File: src/rtl/instruction_loader_pkg.sv
// Shared definitions for the boot-time instruction loader: widths and FSM state encoding.
package instruction_loader_pkg;

  localparam int ADDR_WIDTH     = 10;
  localparam int DATA_WIDTH     = 32;
  localparam int BYTES_PER_WORD = 4;

  localparam logic [2:0] S_IDLE     = 3'd0;
  localparam logic [2:0] S_COUNT_HI = 3'd1;
  localparam logic [2:0] S_COUNT_LO = 3'd2;
  localparam logic [2:0] S_WORD     = 3'd3;
  localparam logic [2:0] S_CHECK    = 3'd4;
  localparam logic [2:0] S_DONE     = 3'd5;
  localparam logic [2:0] S_ERROR    = 3'd6;

  function automatic logic is_active(input logic [2:0] s);
    return (s == S_COUNT_HI) || (s == S_COUNT_LO) || (s == S_WORD) || (s == S_CHECK);
  endfunction

endpackage

File: src/rtl/instruction_loader_word_assembler.sv
// Packs accepted bytes MSB first into a word; 'complete' flags the 4th byte combinationally.
module instruction_loader_word_assembler
  import instruction_loader_pkg::*;
(
  input  logic                  clock,
  input  logic                  reset,
  input  logic                  clear,
  input  logic                  accept,
  input  logic [7:0]            byte_in,
  output logic [DATA_WIDTH-1:0] word,
  output logic                  complete
);

  localparam int IDX_W = $clog2(BYTES_PER_WORD);

  logic [DATA_WIDTH-9:0] shift;
  logic [IDX_W-1:0]      index;

  always_ff @(posedge clock) begin
    if (reset || clear) begin
      shift <= '0;
      index <= '0;
    end else if (accept) begin
      shift <= {shift[DATA_WIDTH-17:0], byte_in};
      index <= index + 1'b1;
    end
  end

  // The word is presented on the same cycle its last byte arrives.
  assign word     = {shift, byte_in};
  assign complete = accept && (index == IDX_W'(BYTES_PER_WORD - 1));

endmodule

File: src/rtl/instruction_loader.sv
// Loads a counted, XOR-checked byte stream into instruction memory and holds the CPU until done.
module instruction_loader #(
  parameter int ADDR_WIDTH = instruction_loader_pkg::ADDR_WIDTH,
  parameter int DATA_WIDTH = instruction_loader_pkg::DATA_WIDTH,
  parameter int DEPTH      = 1024
) (
  input  logic                  clock,
  input  logic                  reset,
  input  logic                  start,
  input  logic [7:0]            byte_in,
  input  logic                  byte_valid,
  output logic                  byte_ready,
  output logic                  write_enable,
  output logic [ADDR_WIDTH-1:0] write_address,
  output logic [DATA_WIDTH-1:0] write_data,
  output logic                  loading,
  output logic                  done,
  output logic                  error,
  output logic                  cpu_hold
);
  import instruction_loader_pkg::*;

  logic [2:0]            state;
  logic [7:0]            count_hi;
  logic [7:0]            checksum;
  logic [15:0]           word_target;
  logic [15:0]           words_written;
  logic [ADDR_WIDTH-1:0] address;
  logic [15:0]           count_value;
  logic                  accept;
  logic                  word_complete;
  logic [DATA_WIDTH-1:0] assembled;

  assign loading     = is_active(state);
  assign byte_ready  = loading;
  assign done        = (state == S_DONE);
  assign error       = (state == S_ERROR);
  assign cpu_hold    = !done;
  assign accept      = byte_valid && byte_ready;
  assign count_value = {count_hi, byte_in};

  instruction_loader_word_assembler u_word_assembler (
    .clock    (clock),
    .reset    (reset),
    .clear    (start && !loading),
    .accept   (accept && (state == S_WORD)),
    .byte_in  (byte_in),
    .word     (assembled),
    .complete (word_complete)
  );

  always_ff @(posedge clock) begin
    if (reset) begin
      state         <= S_IDLE;
      write_enable  <= 1'b0;
      write_address <= '0;
      write_data    <= '0;
      address       <= '0;
      words_written <= '0;
      word_target   <= '0;
      count_hi      <= '0;
      checksum      <= '0;
    end else begin
      // Strobe, address and data are registered together one cycle after the word's last byte.
      write_enable <= word_complete;
      if (word_complete) begin
        write_data    <= assembled;
        write_address <= address;
        address       <= address + 1'b1;
        words_written <= words_written + 16'd1;
      end
      if (accept && (state != S_CHECK))
        checksum <= checksum ^ byte_in;

      case (state)
        S_IDLE, S_DONE, S_ERROR: begin
          if (start) begin
            state         <= S_COUNT_HI;
            address       <= '0;
            words_written <= '0;
            checksum      <= '0;
          end
        end
        S_COUNT_HI: begin
          if (accept) begin
            count_hi <= byte_in;
            state    <= S_COUNT_LO;
          end
        end
        S_COUNT_LO: begin
          if (accept) begin
            word_target <= count_value;
            if (int'(count_value) > DEPTH) state <= S_ERROR;
            else if (count_value == 16'd0) state <= S_CHECK;
            else                           state <= S_WORD;
          end
        end
        S_WORD: begin
          if (word_complete && ((words_written + 16'd1) == word_target))
            state <= S_CHECK;
        end
        S_CHECK: begin
          if (accept)
            state <= (byte_in == checksum) ? S_DONE : S_ERROR;
        end
        default: state <= S_IDLE;
      endcase
    end
  end

endmodule
File: config.mk
export PLATFORM = sky130hd
export DESIGN_NAME = instruction_loader
export DESIGN_NICKNAME = d
export VERILOG_FILES = /design/src/rtl/instruction_loader_pkg.sv /design/src/rtl/instruction_loader_word_assembler.sv /design/src/rtl/instruction_loader.sv
export SDC_FILE = /design/constraint.sdc
export NUM_CORES = 1
export LEC_CHECK = 0
export CAP_MARGIN = 20
export CORE_MARGIN = 2
export CORE_UTILIZATION = 45
export DETAILED_ROUTE_END_ITERATION = 7
export GPL_TIMING_DRIVEN = 1
export PLACE_DENSITY = 0.68
export SLEW_MARGIN = 20
export SYNTH_ARGS = -nofsm -noshare
export SYNTH_HDL_FRONTEND = slang
export SYNTH_SLANG_ARGS = --single-unit
File: constraint.sdc
create_clock -name clock -period 2.52 [get_ports clock]
set_input_delay 0.756 -clock clock [delete_from_list [all_inputs] [get_ports clock]]
set_output_delay 0.756 -clock clock [all_outputs]
set_load 0.005 [all_outputs]
; ---- Word-level counts from Yosys, hierarchy flattened
; Index checks and enable logic that the tools add are counted.
[op_classes]
muxes = 18
n_reduce_logical = 18
n_lt_le_gt_ge = 1
n_bitwise = 1
n_addsub = 3
eq_ne = 15
[op_table]
columns = op, n
row1 = $mux W16, 3
row2 = $mux W10, 3
row3 = $mux W8, 3
row4 = $mux W3, 7
row5 = $add A16 B1 Y16 const B, 1
row6 = $eq A16 B16 Y1, 1
row7 = $gt A16 B11 Y1 const B, 1
row8 = $logic_not A16 Y1, 1
row9 = $pmux W3 S5, 1
row10 = $add A10 B1 Y10 const B, 1
row11 = $eq A3 B3 Y1 const B, 3
row12 = $eq A8 B8 Y1, 1
row13 = $ne A2 B2 Y1 const B, 4
row14 = $xor A8 B8 Y8, 1
row15 = $eq A3 B2 Y1 const B, 2
row16 = $logic_and A1 B1 Y1, 6
row17 = $reduce_and A5 Y1, 1
row18 = $logic_or A1 B1 Y1, 4
row19 = $reduce_and A2 Y1, 2
row20 = $eq A3 B1 Y1 const B, 1
row21 = $logic_not A3 Y1, 1
row22 = $ne A3 B3 Y1 const B, 1
row23 = $reduce_or A3 Y1, 1
row24 = $add A2 B1 Y2 const B, 1
row25 = 4 further kinds, 5
[word_totals]
elab_cells = 67
regBits = 130

; ---- Depth between registers and ports, before layout
; Gate-level depths: netlist of the first run.
[depth]
ltp_word = 10
ltp_mapped = 9
mapped_depth_nobuf = 7

; ---- By module
; From an unflattened synthesis of the first run, not the netlist that was laid out.
[unflattened]
cells_unflattened = 639
hier_area_um2 = 5729.2
[by_module_without_submodules]
columns = module, area_per_inst_um2, cells_each, n_inst, seq_area_each_um2
row1 = instruction_loader, 4689.5, 544, 1, 2082.0
row2 = instruction_loader_word_assembler, 1039.7, 95, 1, 520.5

; ---- Worst setup path after synthesis of the first run
; No wires, ideal clock.
[synth_path]
path_type = in2reg
start = input port byte_in[5]
end = register state[0]
required_ns = 2.461
path_buffers = 1
path_slack_ns = 0.114
arrival_ns = 2.347
stages = 7
cell_sequence = buf_4 -> nor4_4 -> a31oi_1 -> or4b_1 -> a21o_1 -> a221oi_1 -> mux2_1
[synth_between]
elab_chain_cells = 5
elab_cells_between_ends = 9
[synth_rtl]
columns = element, line
row1 = "start, declared", instruction_loader.sv:10  ; input logic [7:0] byte_in,
row2 = branches (longest 4 deep; another with $gt A16 B11 Y1), n/a
row3 = $pmux W3 S5 *, instruction_loader.sv:75  ; case (state)
row4 = "end signal, assigned", instruction_loader.sv:104  ; state <= (byte_in == checksum) ? S_DONE : S_ERROR;
row5 = "end, declared", instruction_loader.sv:23  ; logic [2:0] state;
; Every way passes the cells marked *. The select of a mux whose other input is x is not followed.
; A chain may end at the register's enable or synchronous reset.

; ---- Worst setup path in the final report of the first run
[layout_path]
start = register state[0]
end = output port byte_ready
[layout_between]
elab_chain_cells = 4
elab_cells_between_ends = 7
[layout_rtl]
columns = element, line
row1 = $eq A3 B1 Y1 or $eq A3 B2 Y1 (tied branches), instruction_loader_pkg.sv:17  ; return (s == S_COUNT_HI) || (s == S_COUNT_LO) || (s == S_WORD) || (s == S_CHECK);
row2 = $logic_or A1 B1 Y1 (2 in series), instruction_loader_pkg.sv:17
row3 = $logic_or A1 B1 Y1 *, instruction_loader_pkg.sv:17
row4 = "end, declared", instruction_loader.sv:12  ; output logic byte_ready,
; Mark *: on every way between the ends. The rest lies on a longest branch, timed or not.

==> results of run 1 <==
## power groups by stage
stage / clock [µW] / sequential, µW / combinational, µW
4_1_cts: 2640 / 2210 / 892
3_3_place_gp: 0 / 2250 / 856
2_1_floorplan: 0 / 2220 / 622
3_5_place_dp: 0 / 2250 / 865
5_1_grt: 2730 / 2230 / 1000
6_report: 2620 / 2220 / 911
## what timing repair did
action                                 4_1_cts  5_1_grt
endpoints found under the hold margin        0        0
setup endpoints to repair                    4        6
gates resized for setup                      6        8
## cell families after synthesis
kind of cell | after synthesis
XOR/XNOR | 59
adder cells (fa/ha/maj) | 3
multiplexers | 10
AND/OR/NAND/NOR | 327
flip-flops | 130
buffers and inverters | 70
AO/OA/AOI/OAI | 124
## routing by layer
layer | up-vias | GRT usage
met3 | 16 | 0.0463
met1 | 2384 | 0.249
li1 | 2515 | -
met5 | - | 0
met4 | 0 | 0.0707
met2 | 117 | 0.348
## synthesized netlist by cell type (all sizes together), types with 3 or more instances
master and n:
o21ai 6, xnor2 25, a31oi 3, mux2i 9, nor3b 3, and3 4, nor4 8, nor3 8
xor2 33, nor2 60, inv 11, a21o 3, a221oi 3, a311oi 3, clkbuf 42, nand3b 3
nand2b 4, nand3 7, dfxtp 130, ha 3, buf 15, or4 3, nor2b 6, a21oi 91
nand4 15, nand2 198
## worst max path at each step
stage                           from         end  depth (start not counted)
after detailed placement  byte_in[5]    state[0]                          7
after global routing      byte_in[6]    state[0]                          7
after CTS                   state[2]       error                          3
after global placement    byte_in[5]    state[0]                          7
final                       state[0]  byte_ready                          3
after floorplan           byte_in[5]    state[0]                          7
## registers in the layout, indices dropped and copies added, names as in the netlist
signal	flops
u_word_assembler.shift	24
count_hi	8
word_target	16
u_word_assembler.index	2
address	10
write_address	10
words_written	16
state	3
write_enable	1
checksum	8
write_data	32
## layout make-up
type | instances | area [µm²]
Tap cell | 172 | 215
Sequential cell | 130 | 2610
Clock buffer | 18 | 429
Clock inverter | 14 | 201
Timing Repair Buffer | 99 | 888
Fill cell | 1195 | 5400
Inverter | 11 | 41.3
Multi-Input combinational cell | 523 | 2940
## per-stage QoR
stage / hold WS [ns] / area (µm²)
2_1_floorplan: 0.432 / 5910
3_3_place_gp: 0.446 / 6640
3_5_place_dp: 0.445 / 6640
4_1_cts: 0.453 / 7300
5_1_grt: 0.467 / 7320
6_report: 0.452 / 7320
## worst max-delay path, stage by stage (launching register included)
cell	delay, ns
dfxtp_2	0.41
nor2_4	0.07
xnor2_2	0.21
clkdlybuf4s50_1	0.57
==> run metrics, run 1 <==
largest net degree at the start of global routing=57; post-route insts no fill=967; total power=5750 µW; R2R depth=9; Flop pwr share=0.387; synth top area cells=dfxtp_1 44%, nand2_1 13%, a21oi_1 7.7%; Post-synth EDFFs=0; Internal Pwr Total=4200 µW; clock buffer count from CTS=17; Yosys warnings=0; area leader, netlist=dfxtp_1; drt initial violations=252; Synth Area in Simple Gates=0.254; commonest non-fill, non-tap cells in the layout=198 x nand2_1, 127 x dfxtp_1, 91 x a21oi_1; All-Layer GR Usage=0.203; RSZ-0062 raised after global routing=false; clock buffer depth=2; Worst Setup Start Kind=flop; Synth Area in Adders=0.00635; dominant synthesized flop cell=dfxtp_1; DR DRC count=0; crit-path max FO=6; Syn Area/Cell=8.17 µm²; routability cong.=0.963; total of max-cap violations=0; placed cell count=935; worst relative slew slack=0.627; WP data arrival=1.68 ns; layout cell share with drive strength beyond 1=0.121; top cell type's share of synthesized area=0.440; reg2reg start=words_written[0]; Area Growth Syn to Fin=23.9%; root buf cell=clkbuf_16; critical path data required time=1.76 ns; Synth async-reset ratio=0; Fmax achieved=411 MHz; initial antenna violation count=0; post-place setup slack=-0.380 ns; hold_sp=write_address[7]; uppermost layer routed=met4; GRT overflow=0; Sw Pwr=about 1600 µW; Setup TNS Final=0 ns; cell count after synthesis=723; Die W=119 µm; met1 wire length=between 6000 and 7000 µm; reg2reg end=state[0]; number of I/O pins=60; VDD IR max=0.538 mV; Met3 Routed Length=607 µm; post-synthesis mux area share=0.0172; # port buffers=59; CORE AREA=12700 µm²; postcts setup bufs=0; DR WL/cell=14.6 µm; routed wl met2=approximately 7000 µm; Die Ht=119 µm; via count=5032; DPL Wire Length=9810 µm; worst skew pair latency=0.41 ns; Worst Slack Setup Final=about 0.086 ns; fin crit share=0.966; Die Area=roughly 14000 µm²; post-layout util=0.576; clock sinks=130; Seq/Total Area, Yosys=0.440; first-pass GRT wire length=23100 µm; most common cell after layout, fill and taps aside=nand2_1; final hold violations=0; clock network power share=0.455; clock skew=0.00858 ns; initial core utilization=0.464; status=completed; vias in the first global route=4834; cell area power density=just under 800 nW/µm²; Final Critical Period=2.43 ns; crit end category=primary output; Ant. Diodes=0; Rows=41; Synth Area in Compound Gates=0.123; NumNets Final=797; Comb pwr share=0.158; Hold Crit Endpoint=write_address[7]; Leak=0.00259 µW; Final Slew Violations=0; CTS tree=built; H-tree levels=4; worst slew pin tran=0.560 ns; worst hold stages=2; Cell Area, Synth=between 5000 and 6000 µm²; Post-Synth XOR/XNOR Area=0.0900; antenna-violating nets left=0; total wire length=14100 µm; first-pass detailed-route iteration total=5; r2r setup slk=0.13 ns; vias per inst=5.20; Crit Path Category=flop to primary output; largest family of logic cells by synthesized area=simple AND/OR/NAND/NOR gates; sw frac=0.270; register bit count reported by yosys=130; Synth cell types=just under 60; Hold Crit Class=flop to flop; final setup fails=0; Hold Buf Count CTS=0; Post-Syn Nets=738; clock-pin slew on the worst setup and hold paths=0.06 ns
Power figures use the tool's default switching activity.
==> run 2, diff against run 1 <==
Settings changed: TNS_END_PERCENT set to 50.
==> run metrics, run 2 (synthesis results as in run 1) <==
CP Buf/Inv Count=1; Crit Path Category=flop to primary output; via count=between 5000 and 6000; DR DRC count=0; drt initial violations=245; Met3 Routed Length=625 µm; postcts setup bufs=0; critical path data required time=around 1.8 ns; Worst Setup Start Kind=flop; Final Slew Violations=0; VDD IR max=0.537 mV; Min Hold Slack=0.452 ns; Slowest-stage cell, CP=clkdlybuf4s50_1; Ant. Diodes=0; most common cell after layout, fill and taps aside=nand2_1; largest registers=write_data x32, u_word_assembler.shift x24; Leak=0.00259 µW; WP data arrival=1.68 ns; Area Growth Syn to Fin=23.9%; worst slew pin tran=0.561 ns; Die Area=14100 µm²; CP top delay family=buffers and inverters; first-pass detailed-route iteration total=5; max FFs per register=32; initial core utilization=0.464; first-pass GRT wire length=23100 µm; clock-pin slew on the worst setup and hold paths=approximately 0.060 ns; Top reg by flops=write_data; clock network power share=0.455; Sw Pwr=1550 µW; total of max-cap violations=0; NumNets Final=797; Fmax achieved=411 MHz; worst relative slew slack=0.626; Die W=119 µm; status=completed; Comb pwr share=0.157; H-tree levels=4; Rows=41; crit end category=primary output; clock skew=slightly below 0.009 ns; worst skew pair latency=between 0.4 and 0.5 ns; initial antenna violation count=0; # port buffers=slightly below 60; All-Layer GR Usage=0.203; clock buffer count from CTS=17; root buf cell=clkbuf_16; clock sinks=130; DR WL/cell=14.5 µm; largest net degree at the start of global routing=between 50 and 60; uppermost layer routed=met4; crit-path max FO=6; Hold Crit Class=flop to flop; final hold violations=0; layout cell share with drive strength beyond 1=0.121; Flop pwr share=0.387; routed wl met2=~7000 µm; Final Critical Period=between 2 and 2.5 ns; fin crit share=0.965; WP depth=3; total power=~5700 µW; CORE AREA=12700 µm²; cell area power density=785 nW/µm²; worst hold stages=2; R2R depth=9; RSZ-0062 raised after global routing=true; CTS tree=built; vias per inst=5.22; number of I/O pins=60; CP Cell Sequence=nor2_4, xnor2_2, clkdlybuf4s50_1; final setup fails=0; total wire length=14100 µm; antenna-violating nets left=0; met1 wire length=roughly 6200 µm; vias in the first global route=4834; routability cong.=0.963; clock buffer depth=2; GRT overflow=0; Internal Pwr Total=4190 µW; sw frac=0.270; Hold Buf Count CTS=0; Crit path largest cell delay=between 0.5 and 0.6 ns; DPL Wire Length=a little under 10000 µm; Die Ht=119 µm; commonest non-fill, non-tap cells in the layout=198 x nand2_1, 127 x dfxtp_1, 91 x a21oi_1
## run 2: cell count changes in the layout (fill, tap and decap cells not counted)
cell	before	now
nor2b_2	0	1
nor2b_4	1	0
## run 2: worst min-delay path, stage by stage, from the launching register on
cell and delay, ns:
dfxtp_1 0.31, nand2_1 0.05, a21oi_1 0.05
## run 2: power groups by stage
stage                     combinational, µW  clock [µW]  sequential, µW
final                                   904        2610            2230
after global routing                    996        2730            2230
after CTS                               892        2640            2210
after detailed placement                865           0            2250
after global placement                  856           0            2250
after floorplan                         622           0            2220
## run 2: path summary, 6_finish.rpt
path | from | end | slack (ns)
min reg2reg | write_address[7] | write_address[7] | 0.45
min | write_address[7] | write_address[7] | 0.45
max | state[0] | byte_ready | 0.09
max reg2reg | words_written[0] | state[0] | 0.12
## run 2: area by class of cell
class	instances	area [µm²]
Clock inverter	14	201
Clock buffer	18	429
Timing Repair Buffer	99	888
Inverter	11	41.3
Fill cell	1195	5400
Tap cell	172	215
Sequential cell	130	2610
Multi-Input combinational cell	523	2940
## run 2: through the flow
stage               worst slack (ns)   TNS, ns  instances  instance area, µm²  utilization
floorplan                      0.114         0        723                5910            -
global placement              -0.357     -1.15        935                6640        0.522
detailed placement            -0.380     -1.91        935                6640        0.522
CTS                           0.0200         0        967                7300        0.574
global route                -0.00729  -0.00729        967                7320        0.575
finish                        0.0890         0        967                7320        0.575
## run 2: layer usage
metal  vias up  track usage
li1       2521            -
met1      2382        0.249
met2       126        0.348
met3        16       0.0463
met4         0       0.0707
met5         -            0
## run 2: what timing repair did
| item | in CTS | in global routing |
|---|---|---|
| hold endpoints to repair | 0 | 0 |
| endpoints found under the setup margin | 4 | 6 |
| resized for setup | 6 | 7 |
==> run 3, diff against run 2 <==
Settings changed: CTS_CLUSTER_DIAMETER set to 150.
==> results of run 3 <==
No change in the layout: final DEF, timing and power equal those of run 2.
==> variant: new RTL, settings of run 3 <==
The parameter `DEPTH` goes from 1024 to 768.
--- a/src/rtl/instruction_loader.sv
+++ b/src/rtl/instruction_loader.sv
@@ -4,3 +4,3 @@
   parameter int DATA_WIDTH = instruction_loader_pkg::DATA_WIDTH,
-  parameter int DEPTH      = 1024
+  parameter int DEPTH      = 768
 ) (
Function: changed (Yosys sat finds a counterexample within 4 cycles, from zero or initial values and one cycle with reset high).
==> variant against run 3 <==
- final area shrank 2.4%
- synthesized cell count shrank 0.41%
- combinational power fell by 23%
- core utilization increased by 1.2 points
- clock skew decreased by 0.0011 ns
- critical path type unchanged
- total power is 8.8% lower
- routed wire length is 4.2% lower
- highest routed layer unchanged
- setup slack worse by 0.013 ns
- sequential cell count is the same
- area after synthesis fell by 4.2%
- critical path depth unchanged
==> variant: results (changes against run 3) <==
Nets - 802 (+0.63%)
detailed placement HPWL - 9455 um (-3.6%)
WL met1 - 6244 um (+0.21%)
Routed WL per cell - 13.94 um (-4.2%)
CP startpoint - state[1]
status - finished clean
Reg2Reg Setup Slack - 0.30 ns (+0.18 ns)
largest net degree at the start of global routing - 43 (-25%)
post-synthesis cell type count - 50 (-15%)
slowest cell delay on critical path - 0.55 ns (-0.02 ns)
max layer used - met4
htree depth - 4 (unchanged)
total track usage - 0.2123 (+0.009477)
wire length on met3 - 597 um (-4.5%)
Post-CTS Setup Inserts - 0 (unchanged)
met2 WL - 6436 um (-8.0%)
Synth area leaders - dfxtp_1 (46%), nand2_1 (14%), a21oi_1 (9.1%)
VDD IR-drop max - 0.0003504 V (-35%)
Routability Congestion - 0.8801 (-8.6%)
crit path max fanout - 9 (+3)
DRT iter0 DRCs - 307 (+25%)
CTS root buf - clkbuf_16
syn_nets - 735 (-0.41%)
layout cell share with drive strength beyond 1 - 0.1101 (-0.01062)
synth cell count leaders - nand2_1 (214), dfxtp_1 (130), a21oi_1 (103)
Pleak - 2.465 nW (-4.7%)
initial antenna violation count - 0 (unchanged)
global-route wire length before repair - 22470 um (-2.6%)
antenna cell count - 0 (unchanged)
worst setup path endpoint - loading
sequential element share of the synthesized area - 0.4596 (+0.01917)
fin crit period - 2.444 ns (+0.01348 ns)
Slew HR - 0.7225 (+0.09648)
vias per cell - 5.144 (-1.4%)
Top Registers - write_data (32), u_word_assembler.shift (24)
first drt pass iteration count - 4 (-1)
slowest CP cell - clkdlybuf4s50_1
Fill cells - 1125 (-5.9%)
reg2reg path depth - 7 (-2)
Final Skew - 0.007607 ns (-0.001109 ns)
r2r endpoint - state[1]
worst slack, placed - -0.1805 ns (+0.1995 ns)
DR DRC count - 0 (unchanged)
worst r2r src - words_written[0]
Skew-Pair Late Insertion Delay - 0.41 ns (about the same)
vias in the first global route - 4803 (-0.64%)
-- variant: changes by cell type after synthesis, sizes merged, moves of 5 or more --
cell / before / now
xnor2: 25 / 35
clkbuf: 42 / 29
buf: 15 / 23
o21ai: 6 / 11
nor2: 60 / 52
nor2b: 6 / 0
mux2i: 9 / 2
xor2: 33 / 25
a21oi: 91 / 103
nand2: 198 / 215
-- variant: worst min path at each step --
stage,startpoint,end,cells past startpoint
2_1_floorplan,u_word_assembler.shift[16],write_data[24],2
3_3_place_gp,write_data[4],write_data[4],2
3_5_place_dp,u_word_assembler.shift[16],u_word_assembler.shift[16],2
4_1_cts,write_address[5],write_address[5],2
5_1_grt,write_data[19],write_data[19],2
6_report,write_address[5],write_address[5],2
-- variant: layout make-up --
class,instances,area (sq um),share of cell area
multi-input cells,530,2800,0.3922
inverters,8,30.03,0.004205
well taps,168,210.2,0.02944
clock buffers,23,467.9,0.06553
clock inverters,8,105.1,0.01472
flip-flops and latches,130,2609,0.3653
repair buffers,100,918.4,0.1286
-- variant: kinds of logic after synthesis --
kind of cell	share of synthesized area
buffers and inverters	0.04839
AND/OR/NAND/NOR	0.2517
adder cells (fa/ha/maj)	0.006629
multiplexers	0.003535
AO/OA/AOI/OAI	0.1374
XOR/XNOR	0.09280
flip-flops	0.4596
-- variant: stage by stage --
step	instance area, sq um	utilization	hold slack (ns)	total power, mW	cells
4_1_cts	7132	0.5864	0.4564	5.268	967
3_3_place_gp	6549	0.5385	0.4418	2.873	936
3_5_place_dp	6549	0.5385	0.4480	2.889	936
5_1_grt	7141	0.5871	0.4721	5.441	967
6_report	7141	0.5871	0.4517	5.240	967
2_1_floorplan	5663	-	0.4321	2.673	720
-- variant: what timing repair did --
action,4_1_cts,5_1_grt
hold endpoints to repair,0,0
pin swaps,0,0
endpoints found under the setup margin,4,4
gates resized for setup,3,4
-- variant: worst register-to-register path, cell delays in order (launching register included) --
cell,delay (ns)
dfxtp_1,0.44
ha_1,0.30
and3_2,0.27
nand4_1,0.16
a2111oi_4,0.40
o2111ai_2,0.18
nor4_4,0.24
a21oi_1,0.12
-- variant: per-layer routing --
metal  vias up  track usage
met5         -            0
met4         0      0.09048
met3        16      0.04774
met2       114       0.3462
met1      2320       0.2720
li1       2524            -
-- variant: power by group --
group	internal (mW)	switching (mW)	total, mW
sequential	2.12	0.0681	2.19
clock	1.50	0.859	2.36
combinational	0.291	0.401	0.692
